==> src/rtl/cdb_rr_scheduler.sv <==
`timescale 1ns/1ps
// Shared types for results leaving the functional units and for the broadcast buses.
// fu_cdb_data_t: one FU result payload. cdb_t: one registered broadcast-bus entry.
package cdb_pkg;
  typedef struct packed {
    logic [5:0]  pd_s;
    logic [4:0]  rob_num;
    logic [31:0] pd_v;
    logic        br_en;
    logic [31:0] br_target;
    logic [31:0] rvfi_data;
  } fu_cdb_data_t;

  typedef struct packed {
    logic        valid;
    logic [5:0]  pd_s;
    logic [4:0]  rob_num;
    logic [31:0] pd_v;
    logic        br_en;
    logic [31:0] branch_pc;
    logic [31:0] rvfi_data;
  } cdb_t;
endpackage

// Purpose: round-robin arbiter sharing NUM_CDB broadcast buses among ALU/CMP and MULT units, with starvation override.
// Latency: ack is combinational in the request cycle; the granted payload appears on cdb one edge later.
// Backpressure: an ungranted unit holds done/payload until acked; flush suppresses all acks and broadcasts.
// Ports: clk/rst (async active-low), flush, {alu_cmp,mult}_done + _output_data in, {alu_cmp,mult}_ack out,
//        cdb[NUM_CDB] registered buses out.
module cdb_rr_scheduler
  import cdb_pkg::*;
#(
  parameter int NUM_ALU_CMP_UNITS = 2,
  parameter int NUM_MULT_UNITS    = 1,
  parameter int NUM_CDB           = 2,
  parameter int STARVE_LIMIT      = 4
) (
  input  logic                                  clk,
  input  logic                                  rst,
  input  logic                                  flush,
  input  logic [NUM_ALU_CMP_UNITS-1:0]          alu_cmp_done,
  input  fu_cdb_data_t [NUM_ALU_CMP_UNITS-1:0]  alu_cmp_output_data,
  input  logic [NUM_MULT_UNITS-1:0]             mult_done,
  input  fu_cdb_data_t [NUM_MULT_UNITS-1:0]     mult_output_data,
  output logic [NUM_ALU_CMP_UNITS-1:0]          alu_cmp_ack,
  output logic [NUM_MULT_UNITS-1:0]             mult_ack,
  output cdb_t [NUM_CDB-1:0]                    cdb
);
  localparam int N  = NUM_ALU_CMP_UNITS + NUM_MULT_UNITS;
  localparam int PW = (N > 1) ? $clog2(N) : 1;
  localparam int CW = $clog2(STARVE_LIMIT + 1);

  // Flattened requester vector: ALU/CMP units low, MULT units above them.
  logic [N-1:0]    req;
  logic [PW-1:0]   rr_ptr;
  logic [CW-1:0]   wait_cnt [N];

  logic [N-1:0]    grant;
  logic            bus_vld  [NUM_CDB];
  logic [PW-1:0]   bus_src  [NUM_CDB];
  cdb_t            bus_nxt  [NUM_CDB];
  logic            rot_any;
  logic [PW-1:0]   rot_last;
  logic            starve_hit;
  logic [PW-1:0]   starve_r;
  logic [PW:0]     scan_w;
  logic [PW-1:0]   scan_r;
  int              nxt;
  logic            ack_en;

  assign req    = {mult_done, alu_cmp_done};
  assign ack_en = rst & ~flush;

  // Grant selection: the lowest-index starved requester owns cdb[0], then the
  // remaining buses are filled in rotating order starting at rr_ptr.
  always_comb begin
    grant      = '0;
    rot_any    = 1'b0;
    rot_last   = '0;
    starve_hit = 1'b0;
    starve_r   = '0;
    scan_w     = '0;
    scan_r     = '0;
    nxt        = 0;
    for (int k = 0; k < NUM_CDB; k++) begin
      bus_vld[k] = 1'b0;
      bus_src[k] = '0;
    end

    // Descending scan so the last hit is the lowest index.
    for (int i = N - 1; i >= 0; i--) begin
      if (req[i] && (wait_cnt[i] == CW'(STARVE_LIMIT))) begin
        starve_hit = 1'b1;
        starve_r   = PW'(i);
      end
    end

    if (starve_hit) begin
      grant[starve_r] = 1'b1;
      bus_vld[0]      = 1'b1;
      bus_src[0]      = starve_r;
      nxt             = 1;
    end

    for (int o = 0; o < N; o++) begin
      scan_w = {1'b0, rr_ptr} + (PW+1)'(o);
      if (scan_w >= (PW+1)'(N)) begin
        scan_w = scan_w - (PW+1)'(N);
      end
      scan_r = scan_w[PW-1:0];
      if (req[scan_r] && !grant[scan_r] && (nxt < NUM_CDB)) begin
        grant[scan_r] = 1'b1;
        for (int k = 0; k < NUM_CDB; k++) begin
          if (k == nxt) begin
            bus_vld[k] = 1'b1;
            bus_src[k] = scan_r;
          end
        end
        nxt      = nxt + 1;
        rot_any  = 1'b1;
        rot_last = scan_r;
      end
    end
  end

  assign alu_cmp_ack = grant[NUM_ALU_CMP_UNITS-1:0] & {NUM_ALU_CMP_UNITS{ack_en}};
  assign mult_ack    = grant[N-1:NUM_ALU_CMP_UNITS] & {NUM_MULT_UNITS{ack_en}};

  // Payload mux per bus. MULT results never carry a branch outcome.
  always_comb begin
    for (int k = 0; k < NUM_CDB; k++) begin
      bus_nxt[k] = '0;
      for (int i = 0; i < NUM_ALU_CMP_UNITS; i++) begin
        if (bus_src[k] == PW'(i)) begin
          bus_nxt[k].pd_s      = alu_cmp_output_data[i].pd_s;
          bus_nxt[k].rob_num   = alu_cmp_output_data[i].rob_num;
          bus_nxt[k].pd_v      = alu_cmp_output_data[i].pd_v;
          bus_nxt[k].rvfi_data = alu_cmp_output_data[i].rvfi_data;
          bus_nxt[k].br_en     = alu_cmp_output_data[i].br_en;
          bus_nxt[k].branch_pc = alu_cmp_output_data[i].br_target;
        end
      end
      for (int j = 0; j < NUM_MULT_UNITS; j++) begin
        if (bus_src[k] == PW'(NUM_ALU_CMP_UNITS + j)) begin
          bus_nxt[k].pd_s      = mult_output_data[j].pd_s;
          bus_nxt[k].rob_num   = mult_output_data[j].rob_num;
          bus_nxt[k].pd_v      = mult_output_data[j].pd_v;
          bus_nxt[k].rvfi_data = mult_output_data[j].rvfi_data;
          bus_nxt[k].br_en     = 1'b0;
          bus_nxt[k].branch_pc = '0;
        end
      end
      bus_nxt[k].valid = bus_vld[k];
      bus_nxt[k].br_en = bus_nxt[k].br_en & bus_vld[k];
    end
  end

  // Broadcast registers: flush only kills valid/br_en, the rest is don't-care.
  always_ff @(posedge clk or negedge rst) begin
    if (!rst) begin
      for (int k = 0; k < NUM_CDB; k++) begin
        cdb[k] <= '0;
      end
    end else if (flush) begin
      for (int k = 0; k < NUM_CDB; k++) begin
        cdb[k].valid <= 1'b0;
        cdb[k].br_en <= 1'b0;
      end
    end else begin
      for (int k = 0; k < NUM_CDB; k++) begin
        cdb[k] <= bus_nxt[k];
      end
    end
  end

  // Pointer advances past the last rotation winner; a starved-only grant
  // leaves it alone so the rotation order is not disturbed.
  always_ff @(posedge clk or negedge rst) begin
    if (!rst) begin
      rr_ptr <= '0;
    end else if (!flush && rot_any) begin
      rr_ptr <= (rot_last == PW'(N - 1)) ? '0 : rot_last + 1'b1;
    end
  end

  always_ff @(posedge clk or negedge rst) begin
    if (!rst) begin
      for (int r = 0; r < N; r++) begin
        wait_cnt[r] <= '0;
      end
    end else begin
      for (int r = 0; r < N; r++) begin
        if (flush || grant[r] || !req[r]) begin
          wait_cnt[r] <= '0;
        end else if (wait_cnt[r] != CW'(STARVE_LIMIT)) begin
          wait_cnt[r] <= wait_cnt[r] + 1'b1;
        end
      end
    end
  end

endmodule
==> config.mk <==
export PLATFORM = sky130hd
export DESIGN_NAME = cdb_rr_scheduler
export DESIGN_NICKNAME = d
export VERILOG_FILES = /design/src/rtl/cdb_rr_scheduler.sv
export SDC_FILE = /design/constraint.sdc
export NUM_CORES = 1
export LEC_CHECK = 0
export ABC_CLOCK_PERIOD_IN_PS = 4500
export BUFFER_PORTS_ARGS = -buffer_cell sky130_fd_sc_hd__buf_4
export CAP_MARGIN = 10
export CORE_AREA = 2 2 212 214
export DETAILED_ROUTE_END_ITERATION = 16
export DIE_AREA = 0 0 214 216
export GPL_ROUTABILITY_DRIVEN = 0
export GPL_TIMING_DRIVEN = 0
export PLACE_DENSITY = 0.51
export SYNTH_ARGS = -nofsm -noshare
export SYNTH_HDL_FRONTEND = slang
export SYNTH_SLANG_ARGS = --single-unit
export TNS_END_PERCENT = 100
==> constraint.sdc <==
create_clock -name clk -period 4.5 [get_ports clk]
set_input_delay 0.45 -clock clk [delete_from_list [all_inputs] [get_ports clk]]
set_output_delay 0.45 -clock clk [all_outputs]
set_load 0.02 [all_outputs]
==> results.md <==
* Status: finished, final reports clean
* Worst-path clk slew at 0.06 ns
* Initial antenna violation count at 0
* Netlist cell types at 60
* Cell count after synthesis at 1250
* Total Wirelength at 62500 um
* EDFF count, synth at 0
* Clock Skews at 0.0120 ns
* Leak at 7.96 nW
* Layout cell share with drive strength beyond 1 at 36.1%
* CP delay by family, top: compound AO/OA/AOI/OAI gates
* #FFs+latches synth at 229
* Number of global-route vias before repair at 14.0k
* DIE AREA at 0.0462 mm^2
* Critical-path maximum fanout at 9
* Max-cap viol count at 0
* Fillers at 4438
* CP Cell Sequence: inv_1 > ha_1 > nand2_1 > a22o_4 > a21o_4 > ha_4 > inv_2 > nand2_1 > o311ai_2 > o21a_1 > a21o_1 > a21oi_4 > a221oi_4 > nor2_1 > buf_4
* CTS buffer count at 30
* Setup WS post-layout at 0.0780 ns
* Die height at 216 um
* Hold Vio Cnt, Final at 0
* M2 GR Usage at 44.1%
* Critical path's slowest cell: dfrtp_1
* Reg2reg path depth at 18
* Tightest Pin Transition at 1.05 ns
* Initial Util at 27.8%
* Avg Cell Area, Syn at 9.74 um^2
* Final antenna-violating net count at 0
* CP Class: reg -> out
* Main flop type after synthesis: dfrtp_1
* Worst setup SP type: flip-flop
* Largest net degree at the start of global routing at 110
* Hold depth at 2
* CP required at 4.05 ns
* Clock buffer depth at 3
* Critical Path AT at 3.97 ns
* Sequential fraction of the synthesis area at 47.1%
* Crit. End Element: output pin
* CTS tree: built
* Total clock sinks at 229
* First-pass GRT wire length at 91500 um
* Area of the mapped netlist at 0.0122 mm^2
* Total grt overflow at 0
* Largest stage delay on the critical path at 0.40 ns
* Post-DP HPWL at 46600 um
* Core area at 0.0438 mm^2
* VDD IR max at 0.335 mV
* Fin. max-slew vios at 0
* I/O pin cnt at 551
* Clk_lat worst skew at 0.57 ns
* DR DRC count at 0
* Pwr/cell area at 971 mW/mm^2
* Hold WC Path Type: in -> reg
* N_diodes at 0
* H-tree levels at 1
* FFs w/ async S/R, synth at 100%
* GRT Overall Usage at 25.7%
* Via Count at 13.9k
* Initial DRC Count at 1646
* Clk root buf: clkbuf_16
* Setup_tns at 0 ns
* Ys Warns at 0
* Wire per inst at 25.8 um
* Period utilisation layout at 98.3%
* Final core utilization at 41.7%
* Critical path buffers and inverters at 3
* Num rows at 77
* Fmax at 226 MHz
* DR vias/cell at 5.73
* Net Count, Synth at 1592
* Die width at 214 um
* Nets at 2154
* CP dominant cell by count: nand2_1
* Setup-failing EPs final at 0
* Met1 Resource Use GR at 32.8%
* Grt peak-use layer: met2
* M3 GR Usage at 5.65%
* Period minus WS final at 4.42 ns
* Synth-to-Final Area Change at 50.4%
* DR pass1 iterations at 10
* Relative slew slack at 30.2%
* Critical Path Stages at 15
* Pre-CTS WS at -1.18 ns
* # port buffers at 516
==> per-stage QoR <==
step	hold WS [ns]	power (mW)	std cells	cell area, um^2
after global placement	0.499	14.5	2358	16800
after floorplan	0.154	10.1	1250	12200
final	0.127	17.8	2427	18300
after global routing	0.115	18.7	2427	18300
after CTS	0.103	17.5	2420	18100
after detailed placement	0.293	14.6	2360	16800
==> layer usage <==
layer	share of wire (%)	routed length, um
met5	0	0
met2	49	30500
met3	8.0	5000
met4	2.6	1640
met1	41	25400
==> final timing paths <==
check | end | startpoint | slack (ns)
max | alu_cmp_ack[0] | wait_cnt[7] | 0.08
min in group asynchronous | cdb[9] | rst | 0.32
min reg2reg | cdb[60] | cdb[60] | 0.51
max in group asynchronous | cdb[196] | rst | 3.33
max reg2reg | cdb[70] | wait_cnt[7] | 0.11
min | cdb[32] | alu_cmp_output_data[140] | 0.13
==> synth_stat cells, types with 2 or more instances <==
cell type / instances / area (um^2)
nand2_1: 29 / 109
a21o_1: 3 / 22.5
o21ai_0: 3 / 15.0
buf_2: 35 / 175
a211oi_4: 2 / 40.0
mux2_2: 2 / 22.5
buf_1: 7 / 26.3
a211o_1: 3 / 26.3
a2bb2oi_1: 33 / 289
a222oi_1: 75 / 751
nand3_1: 14 / 70.1
o41ai_1: 2 / 17.5
mux2i_1: 2 / 20.0
and3_1: 34 / 213
a221o_1: 33 / 330
o211ai_1: 109 / 818
a311oi_1: 3 / 26.3
a31oi_1: 78 / 488
o21a_1: 2 / 15.0
xnor2_1: 3 / 26.3
a32oi_1: 76 / 666
nor3_1: 4 / 20.0
or2_2: 2 / 12.5
a21oi_1: 121 / 606
a22o_1: 2 / 17.5
a221oi_1: 4 / 35.0
and2_0: 2 / 12.5
nand3_2: 2 / 20.0
o31ai_1: 4 / 30.0
nand4_1: 2 / 12.5
nor2_1: 170 / 638
ha_1: 12 / 150
and2_1: 4 / 25.0
inv_1: 16 / 60.1
clkbuf_1: 101 / 379
dfrtp_1: 229 / 5730
buf_4: 3 / 22.5
o22ai_1: 2 / 12.5
==> where the power goes <==
group | internal (mW) | switching [mW]
registers | 3.10 | 0.646
logic | 4.34 | 7.12
clock network | 1.58 | 0.976
total | 9.02 | 8.75
==> cells in the final DEF (no fill, tap or decap), types with 3 or more instances in the layout <==
cell type,Yosys,layout
ha_1,12,7
a222oi_1,75,75
clkbuf_2,0,9
buf_1,7,5
nand2_1,29,29
a32oi_1,76,76
ha_4,0,3
bufinv_16,0,4
a221o_1,33,33
a21oi_1,121,119
nor2_1,170,169
clkbuf_1,101,101
buf_2,35,28
xnor2_1,3,3
inv_1,16,15
and2_1,4,4
nand3_1,14,14
o211ai_1,109,109
nor3_1,4,4
clkbuf_16,0,31
buf_4,3,533
a31oi_1,78,77
o31ai_1,4,3
clkbuf_8,0,6
and3_1,34,33
a2bb2oi_1,33,33
o21ai_0,3,3
dfrtp_1,229,229
a211o_1,3,3
==> what timing repair did <==
action / 4_1_cts / 5_1_grt
pin swaps: 6 / 6
gates resized for setup: 36 / 33
setup endpoints to repair: 218 / 207
buffers inserted: 6 / 6
hold buffers: 1 / 0
endpoints found under the hold margin: 15 / 0
cloned: 0 / 1
==> cell families (layout without fill, tap and decap cells) <==
family | count (synthesis) | count (layout) | synth area share, %
DFF | 229 | 229 | 47.1
buffers and inverters | 163 | 747 | 5.48
AOI/OAI and AO/OA | 570 | 571 | 36.0
and+or+nand+nor | 269 | 269 | 9.68
xor gates and xnor gates | 3 | 3 | 0.216
adders and majority gates | 12 | 12 | 1.23
muxes | 4 | 4 | 0.350
==> worst register-to-register path, cell delays in order (launching register included) <==
cell,delay [ns]
dfrtp_1,0.40
inv_1,0.07
ha_1,0.28
nand2_1,0.18
a22o_4,0.30
a21o_4,0.25
ha_4,0.21
inv_2,0.13
nand2_1,0.14
o311ai_2,0.33
o21a_1,0.19
a21oi_2,0.06
o221ai_2,0.18
buf_4,0.19
mux2_4,0.39
buf_6,0.20
buf_2,0.20
a222oi_1,0.40
a21oi_1,0.14
==> sequential cells by signal, indices dropped and copies added (netlist names) <==
register  cells
rr_ptr        2
cdb         218
wait_cnt      9
==> final cells by class <==
class                   instances  area [um^2]  area share, %
plain buffers                 144          636           3.47
multi-input cells             859         6040           33.0
inverters                      17         63.8          0.349
clock buffers                  47          896           4.90
clock inverters                 8          145          0.793
flip-flops and latches        229         5730           31.3
well taps                     592          741           4.05
repair buffers                531         4050           22.1
Note: power is estimated with default switching activity, not from simulation.
